`src/rtl/pc_gen_if.sv`:
```
`default_nettype none
// ============================================================================
// Module      : pc_gen_if
// Description : Fetch-redirect and PC status bundle for pc_gen. The master
//               side (pipeline control) drives the redirect/call/return
//               requests; the slave side (pc_gen) returns the fetch PC,
//               the misalignment pulse and the return-stack occupancy.
// Revision    : 1.0 - initial release
// ============================================================================
interface pc_gen_if #(
  parameter int XLEN      = 32,
  parameter int RAS_DEPTH = 4
);
  localparam int c_CNT_W = $clog2(RAS_DEPTH) + 1;

  logic               stall;
  logic               flush_valid;
  logic [XLEN-1:0]    flush_target;
  logic               exc_valid;
  logic               call;
  logic               ret;
  logic [XLEN-1:0]    current_pc;
  logic               misalign_err;
  logic [c_CNT_W-1:0] ras_count;

  modport master (
    output stall, flush_valid, flush_target, exc_valid, call, ret,
    input  current_pc, misalign_err, ras_count
  );

  modport slave (
    input  stall, flush_valid, flush_target, exc_valid, call, ret,
    output current_pc, misalign_err, ras_count
  );
endinterface
`default_nettype wire

```
`src/rtl/pc_gen.sv`:
```
`default_nettype none
// ============================================================================
// Module      : pc_gen
// Description : Fetch program-counter generator. Selects the next PC from
//               exception entry, EX-stage redirect, stall hold, return-stack
//               prediction or sequential increment, and maintains a circular
//               return-address stack fed by call/return hints.
// Revision    : 1.0 - initial release
// ============================================================================
module pc_gen #(
  parameter int              XLEN      = 32,
  parameter logic [XLEN-1:0] RESET_VEC = XLEN'(32'h0000_0000),
  parameter logic [XLEN-1:0] EXC_VEC   = XLEN'(32'h0000_0100),
  parameter int              INC       = 4,
  parameter int              RAS_DEPTH = 4
) (
  input  wire logic  clk,
  input  wire logic  rst,
  pc_gen_if.slave    pc_if
);

  localparam int                   c_PTR_W   = $clog2(RAS_DEPTH);
  localparam int                   c_CNT_W   = c_PTR_W + 1;
  localparam int                   c_ALIGN_W = $clog2(INC);
  localparam logic [c_CNT_W-1:0]   c_FULL    = c_CNT_W'(RAS_DEPTH);
  localparam logic [XLEN-1:0]      c_INC     = XLEN'(INC);

  // Architectural state
  logic [XLEN-1:0]    r_pc;
  logic [c_PTR_W-1:0] r_ptr;        // next free slot; top entry is r_ptr-1
  logic [c_CNT_W-1:0] r_count;
  logic               r_misalign;
  logic [XLEN-1:0]    r_ras [RAS_DEPTH];

  // Next-state terms
  logic [XLEN-1:0]    w_seq_pc;
  logic [c_PTR_W-1:0] w_top_idx;
  logic               w_ras_empty;
  logic               w_misaligned;
  logic [XLEN-1:0]    w_next_pc;
  logic [c_PTR_W-1:0] w_next_ptr;
  logic [c_CNT_W-1:0] w_next_count;
  logic               w_next_misalign;
  logic               w_wr_en;
  logic [c_PTR_W-1:0] w_wr_idx;

  assign w_seq_pc     = r_pc + c_INC;
  assign w_top_idx    = r_ptr - c_PTR_W'(1);
  assign w_ras_empty  = (r_count == '0);
  assign w_misaligned = |pc_if.flush_target[c_ALIGN_W-1:0];

  // Next-PC priority mux and return-stack bookkeeping
  always_comb begin
    w_next_pc       = w_seq_pc;
    w_next_ptr      = r_ptr;
    w_next_count    = r_count;
    w_next_misalign = 1'b0;
    w_wr_en         = 1'b0;
    w_wr_idx        = r_ptr;

    if (pc_if.exc_valid) begin
      w_next_pc    = EXC_VEC;
      w_next_ptr   = '0;
      w_next_count = '0;
    end else if (pc_if.flush_valid) begin
      if (w_misaligned) begin
        // A misaligned redirect is turned into a trap; stack is discarded.
        w_next_pc       = EXC_VEC;
        w_next_ptr      = '0;
        w_next_count    = '0;
        w_next_misalign = 1'b1;
      end else begin
        w_next_pc = pc_if.flush_target;
      end
    end else if (pc_if.stall) begin
      w_next_pc = r_pc;
    end else if (pc_if.ret && !w_ras_empty) begin
      w_next_pc = r_ras[w_top_idx];
      if (pc_if.call) begin
        // Return-and-call: consume the top and reuse its slot in place.
        w_wr_en  = 1'b1;
        w_wr_idx = w_top_idx;
      end else begin
        w_next_ptr   = w_top_idx;
        w_next_count = r_count - c_CNT_W'(1);
      end
    end else if (pc_if.call) begin
      // When full, r_ptr already addresses the oldest entry, so the push
      // overwrites it without any extra logic.
      w_wr_en    = 1'b1;
      w_wr_idx   = r_ptr;
      w_next_ptr = r_ptr + c_PTR_W'(1);
      if (r_count != c_FULL) begin
        w_next_count = r_count + c_CNT_W'(1);
      end
    end
  end

  // PC, stack pointer/count and error pulse registers
  always_ff @(posedge clk or posedge rst) begin
    if (rst) begin
      r_pc       <= RESET_VEC;
      r_ptr      <= '0;
      r_count    <= '0;
      r_misalign <= 1'b0;
    end else begin
      r_pc       <= w_next_pc;
      r_ptr      <= w_next_ptr;
      r_count    <= w_next_count;
      r_misalign <= w_next_misalign;
    end
  end

  // Return-address storage; contents are only meaningful below r_count
  always_ff @(posedge clk) begin
    if (w_wr_en) begin
      r_ras[w_wr_idx] <= w_seq_pc;
    end
  end

  assign pc_if.current_pc   = r_pc;
  assign pc_if.misalign_err = r_misalign;
  assign pc_if.ras_count    = r_count;

endmodule
`default_nettype wire

```
`src/flat_wrapper.sv`:
```
// flat-port wrapper written by rule: the top's interface ports become plain ports
module pc_gen_flat 
#(
  parameter int              XLEN      = 32,
  parameter logic [XLEN-1:0] RESET_VEC = XLEN'(32'h0000_0000),
  parameter logic [XLEN-1:0] EXC_VEC   = XLEN'(32'h0000_0100),
  parameter int              INC       = 4,
  parameter int              RAS_DEPTH = 4
)
  (clk, rst, pc_if_stall, pc_if_flush_valid, pc_if_flush_target, pc_if_exc_valid, pc_if_call, pc_if_ret, pc_if_current_pc, pc_if_misalign_err, pc_if_ras_count);
  pc_gen_if #(.XLEN(XLEN), .RAS_DEPTH(RAS_DEPTH)) pc_if_i ();
  input  wire logic clk;
  input  wire logic rst;
  input wire logic [$bits(pc_if_i.stall)-1:0] pc_if_stall;
  input wire logic [$bits(pc_if_i.flush_valid)-1:0] pc_if_flush_valid;
  input wire logic [$bits(pc_if_i.flush_target)-1:0] pc_if_flush_target;
  input wire logic [$bits(pc_if_i.exc_valid)-1:0] pc_if_exc_valid;
  input wire logic [$bits(pc_if_i.call)-1:0] pc_if_call;
  input wire logic [$bits(pc_if_i.ret)-1:0] pc_if_ret;
  output wire logic [$bits(pc_if_i.current_pc)-1:0] pc_if_current_pc;
  output wire logic [$bits(pc_if_i.misalign_err)-1:0] pc_if_misalign_err;
  output wire logic [$bits(pc_if_i.ras_count)-1:0] pc_if_ras_count;
  assign pc_if_i.stall = pc_if_stall;
  assign pc_if_i.flush_valid = pc_if_flush_valid;
  assign pc_if_i.flush_target = pc_if_flush_target;
  assign pc_if_i.exc_valid = pc_if_exc_valid;
  assign pc_if_i.call = pc_if_call;
  assign pc_if_i.ret = pc_if_ret;
  assign pc_if_current_pc = pc_if_i.current_pc;
  assign pc_if_misalign_err = pc_if_i.misalign_err;
  assign pc_if_ras_count = pc_if_i.ras_count;
  pc_gen #(.XLEN(XLEN), .RESET_VEC(RESET_VEC), .EXC_VEC(EXC_VEC), .INC(INC), .RAS_DEPTH(RAS_DEPTH)) u_core (.clk(clk), .rst(rst), .pc_if(pc_if_i));
endmodule
```
`config.mk`:
```
export PLATFORM = sky130hd
export DESIGN_NAME = pc_gen_flat
export DESIGN_NICKNAME = d
export VERILOG_FILES = /design/src/rtl/pc_gen_if.sv /design/src/rtl/pc_gen.sv /design/src/flat_wrapper.sv
export SDC_FILE = /design/constraint.sdc
export NUM_CORES = 1
export LEC_CHECK = 0
export ABC_AREA = 0
export BUFFER_PORTS_ARGS = -buffer_cell sky130_fd_sc_hd__buf_2
export CORE_ASPECT_RATIO = 1.5
export CORE_MARGIN = 8
export CORE_UTILIZATION = 59
export DETAILED_ROUTE_END_ITERATION = 7
export PLACE_DENSITY = 0.8
export SLEW_MARGIN = 20
export SYNTH_ARGS = -nofsm -noshare
export SYNTH_HDL_FRONTEND = slang
export SYNTH_SLANG_ARGS = --single-unit
```
`constraint.sdc`:
```
create_clock -name clk -period 4.5 [get_ports clk]
set_input_delay 0 -clock clk [delete_from_list [all_inputs] [get_ports clk]]
set_output_delay 0 -clock clk [all_outputs]
set_load 0.005 [all_outputs]
```
==> results of run 1 <==
## layer usage
layer  part of all wire (%)  vias up
met3                    9.3       68
met5                      0        -
met4                    3.1        0
met1                     36     2838
met2                     52      374
li1                       -     2402
## flip-flops by register name, summed over array words and instances (netlist names)
signal and count:
u_core.pc_if.current_pc 32, u_core.pc_if.misalign_err 1, u_core.pc_if.ras_count 3, u_core.r_ptr 2
u_core.r_ras 128
## layout make-up
cell class	instances	area share [%]
Clock buffer	18	4.747
Clock inverter	14	2.560
Inverter	18	0.7473
Multi-Input combinational cell	358	30.11
Sequential cell	166	53.04
Tap cell	159	2.200
Timing Repair Buffer	95	6.587
## synth_stat cells, types with 2 or more instances
| library cell | instances |
|---|---|
| edfxtp_1 | 128 |
| nand2_1 | 45 |
| a21oi_1 | 39 |
| dfrtp_1 | 38 |
| mux4_2 | 32 |
| nor3_1 | 30 |
| nor2_1 | 29 |
| o21ai_0 | 26 |
| xnor2_1 | 19 |
| inv_1 | 18 |
| or3_1 | 18 |
| clkbuf_1 | 14 |
| nand3_1 | 13 |
| buf_2 | 12 |
| a21o_1 | 9 |
| nand4_1 | 9 |
| o2bb2ai_1 | 8 |
| o31ai_1 | 8 |
| and3_1 | 7 |
| a211oi_1 | 6 |
| or2_2 | 6 |
| buf_4 | 5 |
| xor2_1 | 5 |
| a22o_1 | 4 |
| a31oi_1 | 4 |
| and4_1 | 4 |
| buf_1 | 4 |
| a311oi_1 | 3 |
| nor4_1 | 3 |
| o211ai_1 | 3 |
| a32o_1 | 2 |
| ha_1 | 2 |
| nor4b_1 | 2 |
| o21bai_1 | 2 |
| o32ai_1 | 2 |
| o41ai_1 | 2 |
| or4_1 | 2 |
## per-stage QoR
stage               setup WS, ns  utilization [%]  cells  area, um2
global placement           1.574            63.74    783       8215
global route               1.545            70.14    828       9041
detailed placement         1.518            63.95    784       8243
finish                     1.618            70.14    828       9041
CTS                        1.496            69.93    827       9014
floorplan                 0.9862                -    578       7701
## cell families after synthesis
logic type,after synthesis,share of synthesized area [%]
AND/OR/NAND/NOR,173,11.37
multiplexers,33,9.488
flip-flops,166,62.26
buffers and inverters,54,3.168
adder cells (fa/ha/maj),2,0.3249
AO/OA/AOI/OAI,126,10.66
XOR/XNOR,24,2.729
## worst register-to-register path: stages (launching register included)
cell     delay (ns)
dfrtp_1        0.49
o31ai_4        0.72
buf_4          0.36
nand2_1        0.41
or3_1          0.52
a32o_1         0.26
## path summary, 6_finish.rpt
| path | startpoint | to | slack (ns) | depth (start not counted) |
|---|---|---|---|---|
| setup / recovery | u_core.pc_if.ras_count[0] | u_core.pc_if.current_pc[18] | 1.62 | 5 |
| hold / removal | pc_if_flush_target[25] | u_core.pc_if.current_pc[25] | 0.009 | 4 |
| setup reg to reg | u_core.pc_if.ras_count[0] | u_core.pc_if.current_pc[18] | 1.62 | 5 |
| hold reg to reg | u_core.pc_if.current_pc[30] | u_core.pc_if.current_pc[30] | 0.56 | 1 |
| max in group asynchronous | rst | u_core.r_ptr[0] | 3.82 | 4 |
| min in group asynchronous | rst | u_core.pc_if.current_pc[25] | 0.27 | 4 |
## power by group through the flow
stage | clock network [mW] | logic (mW) | registers (mW)
final | 1.62 | 0.315 | 1.75
after global placement | 0 | 0.286 | 1.78
after CTS | 1.63 | 0.311 | 1.75
after global routing | 1.70 | 0.339 | 1.76
after detailed placement | 0 | 0.299 | 1.78
after floorplan | 0 | 0.192 | 1.76
## what timing repair did
item	CTS	global route
buffers inserted	0	0
hold buffers	11	0
hold endpoints to repair	50	0
==> metrics.cfg, run 1 <==
[status]
status=completed

[worst_setup_path]
path_cells=o31ai_4 -> buf_4 -> nand2_1 -> or3_1 -> a32o_1
worstSetupEndpointType=flip-flop
required_ns=4.79
critPathMaxFanout=16
cpPeakStageDelay_ns=0.72
critical-path-top-delay-family=compound AO/OA/AOI/OAI gates
slowest_stage=o31ai_4
criticalPathCategory=flip-flop to flip-flop
arrival_ns=3.18
cp_num_buf_inv=1
start_kind=flip-flop

[finish]
num-fill-cells=852
syn_to_final_growth_pct=17.40
antenna_cells=0
multi_input_area_um2=2723
nNetsFinal=697
layout_common_cells=edfxtp_1 (128), buf_2 (74), nand2_1 (45)
register_area_um2=4796
drive_above_1_share_pct=24.81
layout_commonest_cell=edfxtp_1

[power]
p_leak_nw=3.305
comb_power_share_pct=8.5
max-vdd-ir-drop_mv=0.2357
power_density_nw_per_um2=408.3
p_sw_uw=829.9
clkPwrFrac_pct=44.0
p_int_mw=2.861
power_mw=3.691
seqPwrFrac_pct=47.5
switching_share_pct=22.48

[logic_synthesis]
yosys.area.top_type_share_pct=49.91
synth-seq-area-share_pct=62.26
synth.ff_latch_count=166
syn_inst=578
ys_async_sr_fraction_pct=22.89
syn_area_um2=7701
synth_nets=619
yosys-top-cells-area=edfxtp_1 (50%), dfrtp_1 (12%), mux4_2 (9.4%)
ys.flop_type=edfxtp_1
ys_types=52
yosysWarnings=0
synth_edf_count=128
yosys.area.top_type=edfxtp_1
synth_area_per_cell_um2=13.32

[job]
drv_cap=0

[cts]
clk_latency_ns=0.42
post_cts_resize_count=0
clk_pin_slew_ns=0.07
cts_max_level=4
cts_buffers=17
cts_tree=built
cts_root_buf=clkbuf_16
cts.sinks=166
cts_buffer_depth=2

[drt]
wl_per_cell_um=25.11
routed_wl_mm=20.79
via_per_inst=6.862
drt-initial-drc-count=548
ant_nets=0
firstDrtPassIters=5
drc=0
vias=5682

[placement]
place_congestion=0.8530
dp_hpwl_mm=13.43
portBuffers=74

[floorplan]
core-area_um2=12890
ios=75
fp.dieH_um=155.9
start_util_pct=59.75
dieArea_um2=17040
num_rows=51
die_w_um=109.3

[sta]
holdWs_ns=0.008858
max_freq_mhz=347.0
rsz0062_at_grt=false
fin_crit_sh_pct=64.04
fin_crit_ns=2.882
clock_skew_ns=0.01122
hold_viol=0
tns_ns=0
tightest_slew_ns=1.090
slew_viol_final=0
maxSlewHeadroom_pct=27.18
setup_viol=0

[worst_hold_path]
hold_path_class=input pin to flip-flop

[global_route]
grt_pass1_wl_mm=32.33
track_usage_pct=25.35
grt_use_met3_pct=5.045
busiest_layer=met2
grt.met1_usage_pct=30.27
grt_max_degree=39
grt_util_met2_pct=42.56
grt-ovfl-total=0
grt_pass1_vias=5808
antenna_found_initial=0

No activity file was read; power rests on OpenSTA's default activity.
==> run 2: changes to the inputs <==
--- a/config.mk
+++ b/config.mk
@@ -9,9 +9,9 @@
 export BUFFER_PORTS_ARGS = -buffer_cell sky130_fd_sc_hd__buf_2
 export CORE_ASPECT_RATIO = 1.5
 export CORE_MARGIN = 8
-export CORE_UTILIZATION = 59
+export CORE_UTILIZATION = 53
 export DETAILED_ROUTE_END_ITERATION = 7
-export PLACE_DENSITY = 0.8
+export PLACE_DENSITY = 0.75
 export SLEW_MARGIN = 20
 export SYNTH_ARGS = -nofsm -noshare
 export SYNTH_HDL_FRONTEND = slang
==> constraint.sdc (replaced) <==
create_clock -name clk -period 2.5 [get_ports clk]
set_input_delay 0 -clock clk [delete_from_list [all_inputs] [get_ports clk]]
set_output_delay 0 -clock clk [all_outputs]
set_load 0.005 [all_outputs]
==> metrics.cfg, run 2 (same netlist as run 1, synthesis figures left out) <==
[floorplan]
core-area_um2=14390
start_util_pct=53.51
num_rows=54
ios=75
fp.dieH_um=163.6
die_w_um=114.4
dieArea_um2=18720

[power]
switching_share_pct=23.55
seqPwrFrac_pct=49.6
p_sw_mw=1.483
power_mw=6.298
max-vdd-ir-drop_mv=0.4258
p_int_mw=4.814
comb_power_share_pct=9.9
power_density_nw_per_um2=679.4
clkPwrFrac_pct=40.5
p_leak_nw=3.415

[sta]
tightest_slew_ns=0.8104
hold_viol=0
fin_crit_sh_pct=93.86
setup_viol=0
maxSlewHeadroom_pct=45.64
slew_viol_final=0
clock_skew_ns=0.007701
fin_crit_ns=2.347
finalWorstSetupSlack_ns=0.1534
max_freq_mhz=426.2
rsz0062_at_grt=false

[job]
drv_cap=0

[placement]
dp_hpwl_mm=13.51
placedCellCount=850
place_congestion=0.9201
portBuffers=74
pre_cts_ws_ns=0.2152

[cts]
clk_latency_ns=0.42
cts_setup_buffers=0
cts_tree=built
cts_max_level=4
cts.sinks=166
cts_hold_buf=15
post_cts_resize_count=0
cts_root_buf=clkbuf_16
cts_buffers=17
cts_buffer_depth=2
clk_pin_slew_ns=0.07

[worst_setup_path]
required_ns=2.87
worstSetupEndpointType=flip-flop
critPathMaxFanout=7
start_kind=flip-flop
reg2reg_depth=7
criticalPathCategory=flip-flop to flip-flop
arrival_ns=2.71

[global_route]
grt.met1_usage_pct=25.75
grt_pass1_vias=5652
track_usage_pct=22.03
grt_pass1_wl_mm=30.96
busiest_layer=met2
grt_max_degree=33
grt_util_met2_pct=37.86
grt_use_met3_pct=3.738
antenna_found_initial=0
grt-ovfl-total=0

[drt]
wl_per_cell_um=22.24
vias=5555
ant_nets=0
drt-initial-drc-count=511
firstDrtPassIters=5
via_per_inst=6.193
routed_wl_mm=19.95
drc=0

[finish]
drive_above_1_share_pct=27.10
final_cells=897
regMostFlops=u_core.r_ras
layout_common_cells=edfxtp_1 (128), buf_2 (74), nand2_1 (45)
largest_reg_flops=128
antenna_cells=0
nNetsFinal=729
layout_commonest_cell=edfxtp_1
num-fill-cells=1058
syn_to_final_growth_pct=20.36

[worst_hold_path]
hold_path_depth=4
hold_path_class=input pin to flip-flop

[status]
status=completed

==> run 2: changes by cell type in the layout (fill, tap and decap cells not counted), moves of 2 or more <==
cell	previous run	this run
buf_4	8	33
buf_12	0	5
clkbuf_1	1	3
bufinv_16	6	2
clkinvlp_4	2	4
clkinv_2	3	1
dlygate4sd3_1	11	15
buf_16	2	0
==> run 2: power by group through the flow <==
stage	combinational (mW)	clock (mW)	sequential (mW)
2_1_floorplan	0.349	0	3.17
3_3_place_gp	0.584	0	3.17
4_1_cts	0.623	2.57	3.12
6_report	0.626	2.55	3.12
5_1_grt	0.678	2.66	3.13
3_5_place_dp	0.600	0	3.18
==> run 2: routing by layer <==
metal | routed length [um] | vias to the layer above
met4 | 665 | 0
met2 | 10250 | 284
met1 | 7635 | 2759
met5 | 0 | -
met3 | 1394 | 50
li1 | - | 2462
==> run 2: worst paths after layout <==
path / slack, ns / endpoint / start
min in group asynchronous: 0.18 / u_core.r_ptr[1] / rst
hold reg to reg: 0.55 / u_core.r_ras[3][1] / u_core.pc_if.current_pc[1]
max in group asynchronous: 1.58 / u_core.pc_if.current_pc[19] / rst
setup reg to reg: 0.15 / u_core.pc_if.current_pc[20] / u_core.pc_if.current_pc[3]
hold / removal: 0.01 / u_core.pc_if.current_pc[30] / pc_if_flush_target[30]
setup / recovery: 0.15 / u_core.pc_if.current_pc[20] / u_core.pc_if.current_pc[3]
==> run 2: cell type report <==
cell class,instances,area (um2),share of cell area [%]
flip-flops and latches,166,4796,51.74
inverters,18,67.56,0.7289
well taps,196,245.2,2.646
clock inverters,11,125.1,1.350
multi-input cells,358,2716,29.31
clock buffers,21,450.4,4.860
repair buffers,127,868.3,9.368
==> run 2: metrics by stage <==
stage	utilization (%)	TNS [ns]	area (um2)	hold WS, ns
detailed placement	59.36	0	8543	0.09591
floorplan	-	-10.44	7730	0.06314
finish	64.41	0	9269	0.01046
CTS	64.41	0	9269	0.003326
global route	64.41	0	9269	0.02208
global placement	59.36	0	8543	0.08104
==> run 2: critical path, stage by stage, from the launching register on <==
cell,delay [ns]
dfrtp_1,0.42
ha_1,0.27
and4_1,0.25
nand3_1,0.29
buf_4,0.28
or3_1,0.37
a311oi_1,0.30
a21o_1,0.12
==> run 3: changes to the inputs <==
--- a/config.mk
+++ b/config.mk
@@ -5,13 +5,14 @@
 export SDC_FILE = /design/constraint.sdc
 export NUM_CORES = 1
 export LEC_CHECK = 0
-export ABC_AREA = 0
+export ABC_AREA = 1
 export BUFFER_PORTS_ARGS = -buffer_cell sky130_fd_sc_hd__buf_2
 export CORE_ASPECT_RATIO = 1.5
 export CORE_MARGIN = 8
-export CORE_UTILIZATION = 53
+export CORE_UTILIZATION = 54
 export DETAILED_ROUTE_END_ITERATION = 7
-export PLACE_DENSITY = 0.75
+export PLACE_DENSITY = 0.76
+export SKIP_LAST_GASP = 1
 export SLEW_MARGIN = 20
 export SYNTH_ARGS = -nofsm -noshare
 export SYNTH_HDL_FRONTEND = slang
==> metrics.cfg, run 3 <==
[finish]
syn_to_final_growth_pct=17.08
layout_common_cells=nand2_1 (284), nor2_1 (164), edfxtp_1 (128)
design_area_um2=9485
num-fill-cells=1241
nNetsFinal=1044
regMostFlops=u_core.r_ras
antenna_cells=0
drive_above_1_share_pct=16.93
largest_reg_flops=128
final_cells=1215
layout_commonest_cell=nand2_1

[worst_setup_path]
required_ns=2.58
criticalPathCategory=flip-flop to flip-flop
worstSetupEndpointType=flip-flop
critPathMaxFanout=21
cpPeakStageDelay_ns=0.42
arrival_ns=2.35
slowest_stage=dfrtp_1
start_kind=flip-flop
path_cells=nor2_2 -> nand2_1 -> nand2_2 -> inv_2 -> nand3_2 -> xor2_1 -> inv_1 -> nor2_4 -> buf_4

[sta]
fin_crit_sh_pct=90.57
clock_skew_ns=0.01212
tns_ns=0
maxSlewHeadroom_pct=37.33
max_freq_mhz=441.7
holdWs_ns=0.006432
hold_viol=0
slew_viol_final=0
fin_crit_ns=2.264
rsz0062_at_grt=false
setup_viol=0
tightest_slew_ns=0.9387

[drt]
drc=0
wl_per_cell_um=18.18
vias=6573
routed_wl_mm=22.08
via_per_inst=5.410
drt-initial-drc-count=596
ant_nets=0
firstDrtPassIters=6

[worst_hold_path]
hold_path_class=input pin to flip-flop

[logic_synthesis]
synthMostInstantiatedCell=nand2_1
syn_inst=904
ys_types=36
ys.flop_type=edfxtp_1
yosys-top-cells-area=edfxtp_1 (47%), nand2_1 (13%), dfrtp_1 (12%)
synth_edf_count=128
yosys.area.top_type=edfxtp_1
synth-seq-area-share_pct=59.18
syn_area_um2=8102
ys_async_sr_fraction_pct=22.89
synth_nets=945
synth_area_per_cell_um2=8.962
yosys.area.top_type_share_pct=47.44
yosysWarnings=0
synth.ff_latch_count=166
synth_commonest_cells=nand2_1 (284), nor2_1 (170), edfxtp_1 (128)

[floorplan]
fp.dieH_um=166.0
core-area_um2=14860
ios=75
dieArea_um2=19260
die_w_um=116.0
num_rows=55
start_util_pct=54.50

[cts]
cts_tree=built
cts_buffers=17
cts_root_buf=clkbuf_16
clk_pin_slew_ns=0.07
cts_max_level=4
cts.sinks=166
post_cts_resize_count=0
clk_latency_ns=0.42
cts_buffer_depth=2

[global_route]
grt_pass1_vias=6552
grt_max_degree=39
track_usage_pct=23.73
antenna_found_initial=0
grt-ovfl-total=0
grt_pass1_wl_mm=34.77

[placement]
place_congestion=0.9418
portBuffers=74
placed_cell_area_um2=8805
placedCellCount=1170
dp_hpwl_mm=14.72

[power]
power_density_nw_per_um2=695.5
p_leak_nw=4.113
power_mw=6.597
max-vdd-ir-drop_mv=0.4104

[status]
status=completed

[job]
drv_cap=0

-- run 3: cell count changes after synthesis, sizes merged, moves of 14 or more --
| cell | change |
|---|---|
| a21oi | -14 |
| or3 | -19 |
| mux4 | -32 |
| nor2 | +149 |
| nand3 | +23 |
| inv | +49 |
| nand2 | +250 |
| xnor2 | -15 |
-- run 3: worst paths after layout --
path,start,end,slack [ns],cells past startpoint
max in group asynchronous,rst,u_core.pc_if.current_pc[7],1.57,3
min reg2reg,u_core.pc_if.ras_count[2],u_core.pc_if.ras_count[2],0.53,2
min in group asynchronous,rst,u_core.pc_if.current_pc[0],0.34,3
max,u_core.pc_if.ras_count[0],u_core.r_ras[3][16],0.24,9
max reg2reg,u_core.pc_if.ras_count[0],u_core.r_ras[3][16],0.24,9
min,pc_if_flush_target[28],u_core.pc_if.current_pc[28],0.006,7
-- run 3: cells by family after synthesis --
family                     share of synthesized area (%)
and+or+nand+nor                                    27.92
DFF                                                59.18
buffers and inverters                              5.343
AOI/OAI and AO/OA                                  5.514
xor gates and xnor gates                           1.730
adders and majority gates                         0.3088
-- run 3: power by group --
group / internal (mW) / switching (mW) / total [mW]
sequential: 3.08 / 0.103 / 3.19
combinational: 0.331 / 0.652 / 0.983
clock: 1.34 / 1.09 / 2.43
-- run 3: repair_timing --
action / in CTS / in global routing
endpoints found under the hold margin: 50 / 0
setup buffers: 0 / 0
hold buffers: 13 / 0
-- run 3: stage by stage --
step	utilization [%]	setup slack, ns
after floorplan	-	-0.4234
after global placement	59.23	0.3331
after detailed placement	59.23	0.2601
after CTS	63.81	0.2404
after global routing	63.81	0.08525
final	63.81	0.2358
-- run 3: final cells by class --
cell class	count	area, um2	area share [%]
multi-input cells	639	2909	30.67
clock inverters	12	93.84	0.9893
inverters	67	256.5	2.704
clock buffers	20	456.7	4.815
flip-flops and latches	166	4795	50.55
well taps	199	249.0	2.625
repair buffers	112	725.7	7.651
-- run 3: routing by layer --
layer | routed length [um] | GRT usage, % | vias up
li1 | - | - | 3140
met1 | 8287 | 27.46 | 3067
met2 | 11330 | 40.73 | 311
met3 | 1625 | 3.932 | 55
met4 | 837 | 12.24 | 0
met5 | 0 | 0 | -
-- run 3: worst max-delay path, delay by kind of cell, from the launching register on --
| kind | cells | cell delay, ns |
|---|---|---|
| simple gates | 5 | 0.61 |
| xor+xnor | 1 | 0.29 |
| flops | 1 | 0.42 |
| buf+inv | 3 | 0.58 |
